### config.mk
export PLATFORM = sky130hd
export DESIGN_NAME = ram_4x4_ctrl_flat
export DESIGN_NICKNAME = d
export VERILOG_FILES = /design/src/rtl/ram_4x4_ctrl_if.sv /design/src/rtl/ram_4x4_ctrl.sv /design/src/flat_wrapper.sv
export SDC_FILE = /design/constraint.sdc
export NUM_CORES = 1
export LEC_CHECK = 0
export CORE_ASPECT_RATIO = 1.1
export CORE_MARGIN = 2
export CORE_UTILIZATION = 34
export CTS_BUF_LIST = sky130_fd_sc_hd__clkbuf_8
export CTS_CLUSTER_DIAMETER = 200
export DETAILED_ROUTE_END_ITERATION = 8
export GPL_ROUTABILITY_DRIVEN = 0
export PLACE_DENSITY = 0.75
export SLEW_MARGIN = 30
export SYNTH_ARGS = -nofsm -noshare
export SYNTH_HDL_FRONTEND = slang
export SYNTH_SLANG_ARGS = --single-unit
### constraint.sdc
create_clock -name CLK -period 1.6 [get_ports CLK]
set_clock_uncertainty 0.2 [all_clocks]
set_input_delay 0.4 -clock CLK [delete_from_list [all_inputs] [get_ports CLK]]
set_output_delay 0.4 -clock CLK [all_outputs]
set_load 0.03 [all_outputs]
### src/rtl/ram_4x4_ctrl_if.sv
`default_nettype none
// ============================================================================
// Module      : ram_4x4_ctrl_if
// Description : Bundle of the request, response and RAM-port signals that
//               connect ram_4x4_ctrl to its requester and to the 4-bit
//               synchronous RAM.
//                 slave  - the controller side (takes requests, drives RAM)
//                 master - the environment side (requester + RAM)
//               Signals:
//                 REQ_VALID/REQ_READY/REQ_WR/REQ_ADDR/REQ_DATA : request
//                 RSP_VALID/RSP_READY/RSP_DATA/RSP_ERR         : response
//                 INIT_DONE                                    : status
//                 RAM_A/RAM_D/RAM_EN/RAM_WR/RAM_Q              : RAM port
// Revision    : 1.0 - initial release
// ============================================================================
interface ram_4x4_ctrl_if #(
  parameter int AW = 4,
  parameter int DW = 4
);
  logic          REQ_VALID;
  logic          REQ_READY;
  logic          REQ_WR;
  logic [AW-1:0] REQ_ADDR;
  logic [DW-1:0] REQ_DATA;
  logic          RSP_VALID;
  logic          RSP_READY;
  logic [DW-1:0] RSP_DATA;
  logic          RSP_ERR;
  logic          INIT_DONE;
  logic [AW-1:0] RAM_A;
  logic [DW-1:0] RAM_D;
  logic          RAM_EN;
  logic          RAM_WR;
  logic [DW-1:0] RAM_Q;

  modport slave (
    input  REQ_VALID, REQ_WR, REQ_ADDR, REQ_DATA, RSP_READY, RAM_Q,
    output REQ_READY, RSP_VALID, RSP_DATA, RSP_ERR, INIT_DONE,
           RAM_A, RAM_D, RAM_EN, RAM_WR
  );

  modport master (
    output REQ_VALID, REQ_WR, REQ_ADDR, REQ_DATA, RSP_READY, RAM_Q,
    input  REQ_READY, RSP_VALID, RSP_DATA, RSP_ERR, INIT_DONE,
           RAM_A, RAM_D, RAM_EN, RAM_WR
  );
endinterface
`default_nettype wire

### src/rtl/ram_4x4_ctrl.sv
`default_nettype none
// ============================================================================
// Module      : ram_4x4_ctrl
// Description : Request/response front-end for a 4-bit synchronous RAM.
//               Turns valid/ready read/write requests into single-cycle RAM
//               strobes, tracks the RAM's one-cycle read latency and returns
//               read data on a backpressured response channel. Addresses
//               >= DEPTH are rejected (writes dropped, reads answered with
//               RSP_ERR=1).
// Ports       : CLK  - clock, rising edge
//               RST  - asynchronous reset, active-high
//               bus  - ram_4x4_ctrl_if.slave (request, response, status and
//                      RAM port signals)
// Options     : `define RAM_CTRL_INIT_CLR_EN to write INIT_VAL into every
//               implemented word after reset before accepting requests.
// Revision    : 1.0 - initial release
// ============================================================================
module ram_4x4_ctrl #(
  parameter int            AW       = 4,
  parameter int            DW       = 4,
  parameter int            DEPTH    = 8,
  parameter logic [DW-1:0] INIT_VAL = '0
) (
  input  wire logic     CLK,
  input  wire logic     RST,
  ram_4x4_ctrl_if.slave bus
);

  typedef enum logic [1:0] {
    S_INIT    = 2'd0,
    S_IDLE    = 2'd1,
    S_RD_WAIT = 2'd2,
    S_RSP     = 2'd3
  } state_t;

  // One extra bit so DEPTH == 2**AW still compares correctly.
  localparam logic [AW:0] c_DEPTH = (AW+1)'(DEPTH);

  state_t        r_state;
  logic          r_rsp_valid;
  logic [DW-1:0] r_rsp_data;
  logic          r_rsp_err;
  logic          r_init_done;

  logic          w_in_range;
  logic          w_req_ready;
  logic          w_accept;
  logic          w_clr_en;
  logic [AW-1:0] w_clr_addr;

  assign w_in_range  = ({1'b0, bus.REQ_ADDR} < c_DEPTH);
  assign w_req_ready = (r_state == S_IDLE) && r_init_done;
  assign w_accept    = bus.REQ_VALID && w_req_ready;

`ifdef RAM_CTRL_INIT_CLR_EN
  localparam logic [AW-1:0] c_LAST = AW'(DEPTH - 1);

  // r_clr_run is held off for the first edge after reset release so the
  // clear writes occupy cycles 1..DEPTH after release.
  logic          r_clr_run;
  logic [AW-1:0] r_clr_addr;

  assign w_clr_en   = (r_state == S_INIT) && r_clr_run;
  assign w_clr_addr = r_clr_addr;
`else
  assign w_clr_en   = 1'b0;
  assign w_clr_addr = '0;
`endif

  // RAM strobes are combinational so an accepted request hits the RAM in the
  // same cycle; RST forces them low without waiting for an edge.
  assign bus.RAM_EN = !RST && (w_clr_en || (w_accept && w_in_range));
  assign bus.RAM_WR = !RST && (w_clr_en || bus.REQ_WR);
  assign bus.RAM_A  = (r_state == S_INIT) ? w_clr_addr : bus.REQ_ADDR;
  assign bus.RAM_D  = (r_state == S_INIT) ? INIT_VAL   : bus.REQ_DATA;

  assign bus.REQ_READY = w_req_ready;
  assign bus.RSP_VALID = r_rsp_valid;
  assign bus.RSP_DATA  = r_rsp_data;
  assign bus.RSP_ERR   = r_rsp_err;
  assign bus.INIT_DONE = r_init_done;

  always_ff @(posedge CLK or posedge RST) begin
    if (RST) begin
      r_state     <= S_INIT;
      r_rsp_valid <= 1'b0;
      r_rsp_data  <= '0;
      r_rsp_err   <= 1'b0;
      r_init_done <= 1'b0;
`ifdef RAM_CTRL_INIT_CLR_EN
      r_clr_run   <= 1'b0;
      r_clr_addr  <= '0;
`endif
    end else begin
      case (r_state)
        S_INIT: begin
`ifdef RAM_CTRL_INIT_CLR_EN
          if (!r_clr_run) begin
            r_clr_run <= 1'b1;
          end else if (r_clr_addr == c_LAST) begin
            r_clr_run   <= 1'b0;
            r_init_done <= 1'b1;
            r_state     <= S_IDLE;
          end else begin
            r_clr_addr <= r_clr_addr + AW'(1);
          end
`else
          r_init_done <= 1'b1;
          r_state     <= S_IDLE;
`endif
        end

        S_IDLE: begin
          // Writes complete in the accept cycle; only reads leave IDLE.
          if (w_accept && !bus.REQ_WR) begin
            if (w_in_range) begin
              r_state <= S_RD_WAIT;
            end else begin
              r_rsp_valid <= 1'b1;
              r_rsp_data  <= '0;
              r_rsp_err   <= 1'b1;
              r_state     <= S_RSP;
            end
          end
        end

        S_RD_WAIT: begin
          // RAM_Q is valid now, one cycle after the read strobe.
          r_rsp_valid <= 1'b1;
          r_rsp_data  <= bus.RAM_Q;
          r_rsp_err   <= 1'b0;
          r_state     <= S_RSP;
        end

        S_RSP: begin
          if (bus.RSP_READY) begin
            r_rsp_valid <= 1'b0;
            r_state     <= S_IDLE;
          end
        end

        default: r_state <= S_INIT;
      endcase
    end
  end

endmodule
`default_nettype wire

### src/flat_wrapper.sv
// flat-port wrapper written by rule: the top's interface ports become plain ports
module ram_4x4_ctrl_flat 
#(
  parameter int            AW       = 4,
  parameter int            DW       = 4,
  parameter int            DEPTH    = 8,
  parameter logic [DW-1:0] INIT_VAL = '0
)
  (CLK, RST, bus_REQ_VALID, bus_REQ_WR, bus_REQ_ADDR, bus_REQ_DATA, bus_RSP_READY, bus_RAM_Q, bus_REQ_READY, bus_RSP_VALID, bus_RSP_DATA, bus_RSP_ERR, bus_INIT_DONE, bus_RAM_A, bus_RAM_D, bus_RAM_EN, bus_RAM_WR);
  ram_4x4_ctrl_if #(.AW(AW), .DW(DW)) bus_i ();
  input  wire logic CLK;
  input  wire logic RST;
  input wire logic [$bits(bus_i.REQ_VALID)-1:0] bus_REQ_VALID;
  input wire logic [$bits(bus_i.REQ_WR)-1:0] bus_REQ_WR;
  input wire logic [$bits(bus_i.REQ_ADDR)-1:0] bus_REQ_ADDR;
  input wire logic [$bits(bus_i.REQ_DATA)-1:0] bus_REQ_DATA;
  input wire logic [$bits(bus_i.RSP_READY)-1:0] bus_RSP_READY;
  input wire logic [$bits(bus_i.RAM_Q)-1:0] bus_RAM_Q;
  output wire logic [$bits(bus_i.REQ_READY)-1:0] bus_REQ_READY;
  output wire logic [$bits(bus_i.RSP_VALID)-1:0] bus_RSP_VALID;
  output wire logic [$bits(bus_i.RSP_DATA)-1:0] bus_RSP_DATA;
  output wire logic [$bits(bus_i.RSP_ERR)-1:0] bus_RSP_ERR;
  output wire logic [$bits(bus_i.INIT_DONE)-1:0] bus_INIT_DONE;
  output wire logic [$bits(bus_i.RAM_A)-1:0] bus_RAM_A;
  output wire logic [$bits(bus_i.RAM_D)-1:0] bus_RAM_D;
  output wire logic [$bits(bus_i.RAM_EN)-1:0] bus_RAM_EN;
  output wire logic [$bits(bus_i.RAM_WR)-1:0] bus_RAM_WR;
  assign bus_i.REQ_VALID = bus_REQ_VALID;
  assign bus_i.REQ_WR = bus_REQ_WR;
  assign bus_i.REQ_ADDR = bus_REQ_ADDR;
  assign bus_i.REQ_DATA = bus_REQ_DATA;
  assign bus_i.RSP_READY = bus_RSP_READY;
  assign bus_i.RAM_Q = bus_RAM_Q;
  assign bus_REQ_READY = bus_i.REQ_READY;
  assign bus_RSP_VALID = bus_i.RSP_VALID;
  assign bus_RSP_DATA = bus_i.RSP_DATA;
  assign bus_RSP_ERR = bus_i.RSP_ERR;
  assign bus_INIT_DONE = bus_i.INIT_DONE;
  assign bus_RAM_A = bus_i.RAM_A;
  assign bus_RAM_D = bus_i.RAM_D;
  assign bus_RAM_EN = bus_i.RAM_EN;
  assign bus_RAM_WR = bus_i.RAM_WR;
  ram_4x4_ctrl #(.AW(AW), .DW(DW), .DEPTH(DEPTH), .INIT_VAL(INIT_VAL)) u_core (.CLK(CLK), .RST(RST), .bus(bus_i));
endmodule
==> impl_metrics.toml, run 1 <==
[critical_path]
path_max_fanout = 4
crit_type = "flop to output pin"
critPathSlowestCell = "dfrtp_1"
cp-end-kind = "output pin"
cp.required_ps = 1000
crit_arrival_ps = 1330
start_kind = "flop"
path_cells = "inv_2, ha_4, nor2b_4, and4_4, buf_6"
critPathMaxStageDelay_ps = 380

[clock_tree]
cts_tree = "done"
numCtsBuffers = 3
clk_pin_slew_ps = 50
cts_root_buffer = "clkbuf_8"
cts_hold_buf = 0
clock_latency_ps = 230
cts.sinks = 9
clockBufferDepth = 2
htreeDepth = 1

[synthesis]
synthCells = 52
syn_nets = 74
avgSynthCellArea_sq_um = 11.0
ys_seq_area_share_pct = 39.4
yosys_warnings = 0
synthesis.area_sq_um = 572
synth_seq_cells = 9
ys_types = 23

[grt]
grtUsageMet1_pct = 18.2
grt_pass1_wl_mm = 2.62
busiest_layer = "met2"
grt_max_degree = 10
grt_util_all_layers_pct = 17.7
grt_pass1_vias = 595
antenna_found_initial = 0
met2_usage_pct = 32.8
use_met3_pct = 6.92
overflow = 0

[pwr]
finalPower_uw = 2180
pwr-share-comb_pct = 69.9
p_leak_uw = 0.000580
pwr-share-clk_pct = 11.8
power.switching_uw = 930
p_int_uw = 1250
sequentialPowerShare_pct = 18.3
p_per_area_nw_per_um2 = 1830
p_sw_share_pct = 42.7
irDropWorstVdd_uv = 1230

[detailed_routing]
drt-total-wl_mm = 1.56
antenna_left = 0
vias = 594
post_drt_wl_per_cell_um = 13.2
drc_errors = 0
drt_iter0_drc = 11
vias_per_cell = 5.03
first_pass_iters = 4

[final_layout]
drive_gt1_share_pct = 56.4
layout_common_cells = "buf_4, clkdlybuf4s50_1, buf_6"
area_delta_synth_final_pct = 108
diodes = 0
nets = 124
final_common_cell = "buf_4"

[flow_run]
maxCapViolCount = 0

[timing]
relSlewSlack_pct = 84.9
fmax_mhz = 518
tns_ps = -3000
hold_viol = 0
rsz0062_at_grt = "yes"
fin_crit_sh_pct = 121
drv_slew = 0
worstMarginPinSlew_ps = 226
setup_ws_ps = -329
setup_viol = 14
fin_hold_ws_ps = 112
fin_crit_ps = 1930

[status]
violations = "setup timing"
status = "complete, but fails checks"

[die]
die_y_um = 47.0
die_x_um = 43.1
core.rowCount = 15
core_area_sq_um = 1580
initial_core_util_pct = 36.3
ioPinCount = 35
dieArea_sq_um = 2030

[placed_design]
io_buffers = 34
hpwl_mm = 1.21

[min_path]
holdCritPathClass = "primary input to async pin"
==> stage by stage <==
step	worst slack [ps]	util (%)	area (sq um)	cells
after floorplan	-145	-	664	52
after global placement	-411	66.0	1040	110
after detailed placement	-423	66.0	1040	110
after CTS	-333	74.3	1170	117
after global routing	-376	75.3	1190	118
final	-329	75.3	1190	118
==> worst paths after layout <==
kind	end	cells past startpoint	from	slack (ps)
setup reg to reg	u_core.r_state[1]$_DFFE_PP0P_	6	u_core.r_state[0]$_DFFE_PP0P_	-90
max in group asynchronous	u_core.r_state[0]$_DFFE_PP0P_	3	RST	940
setup / recovery	bus_RAM_EN	5	u_core.r_state[1]$_DFFE_PP0P_	-330
hold / removal	u_core.r_state[1]$_DFFE_PP0P_	3	RST	110
min in group CLK	u_core.bus.RSP_DATA[1]$_DFFE_PP0P_	1	u_core.bus.RSP_DATA[1]$_DFFE_PP0P_	300
hold reg to reg	u_core.bus.RSP_DATA[1]$_DFFE_PP0P_	1	u_core.bus.RSP_DATA[1]$_DFFE_PP0P_	300
==> final cells by class <==
| class | count | area (sq um) |
|---|---|---|
| clock inverters | 1 | 3.75 |
| repair buffers | 46 | 438 |
| fillers | 126 | 389 |
| inverters | 5 | 18.8 |
| multi-input cells | 37 | 438 |
| flip-flops and latches | 9 | 226 |
| well taps | 17 | 21.3 |
| clock buffers | 3 | 41.3 |
==> sequential cells by signal, summed over array words and instances (netlist names) <==
name,cells
u_core.r_state,2
u_core.bus.RSP_DATA,4
u_core.bus.RSP_VALID,1
u_core.bus.INIT_DONE,1
u_core.bus.RSP_ERR,1
==> cells by family after synthesis <==
group	count (synthesis)	share of synthesized area, %
AOI/OAI and AO/OA	11	17.1
adders and majority gates	5	10.9
buffers and inverters	6	4.16
DFF	9	39.4
muxes	2	3.50
and+or+nand+nor	19	24.9
==> worst max-delay path: cells and delay by family (launching register included) <==
| kind | cells | cell delay [ps] |
|---|---|---|
| buffers and inverters | 2 | 230 |
| and+or+nand+nor | 2 | 350 |
| DFF | 1 | 380 |
| adders and majority gates | 1 | 130 |
==> power by group through the flow <==
stage          sequential (uW)  combinational (uW)  clock [uW]
4_1_cts                    402                1480         263
5_1_grt                    408                1620         276
6_report                   398                1520         257
2_1_floorplan              527                 744           0
3_5_place_dp               396                1320           0
3_3_place_gp               393                1310           0
==> what timing repair did <==
action,4_1_cts,5_1_grt
gates resized for setup,22,2
endpoints found under the setup margin,18,18
pin swaps,0,2
buffers inserted,3,1
==> routing by layer <==
layer	vias to the layer above	wire length (um)
met1	279	605
met4	0	14
met3	2	144
met2	35	792
li1	278	-
met5	-	0
==> cell usage after synthesis <==
cell type,count,area (sq um)
nor2b_1,10,62.6
dfrtp_1,9,225
ha_1,5,62.6
inv_1,5,18.8
a22o_1,4,35.0
mux2i_1,2,20.0
a211oi_1,1,7.51
a211oi_2,1,12.5
a21boi_2,1,11.3
a21o_1,1,7.51
a21oi_2,1,8.76
a2bb2oi_1,1,8.76
and2_2,1,7.51
and2b_1,1,7.51
and4_2,1,10.0
clkbuf_2,1,5.00
nand2b_1,1,6.26
nand3b_1,1,7.51
nand4b_4,1,23.8
nor2_1,1,3.75
nor3b_1,1,7.51
o22ai_1,1,6.26
or2_2,1,6.26
(Power assumes the default switching activity.)
==> inputs of run 2 (changes only) <==
--- a/config.mk
+++ b/config.mk
@@ -11,7 +11,6 @@
 export CTS_BUF_LIST = sky130_fd_sc_hd__clkbuf_8
 export CTS_CLUSTER_DIAMETER = 200
 export DETAILED_ROUTE_END_ITERATION = 8
-export GPL_ROUTABILITY_DRIVEN = 0
 export PLACE_DENSITY = 0.75
 export SLEW_MARGIN = 30
 export SYNTH_ARGS = -nofsm -noshare
==> results of run 2 <==
Same layout as run 1: the final DEF is identical, and so are final timing and power.
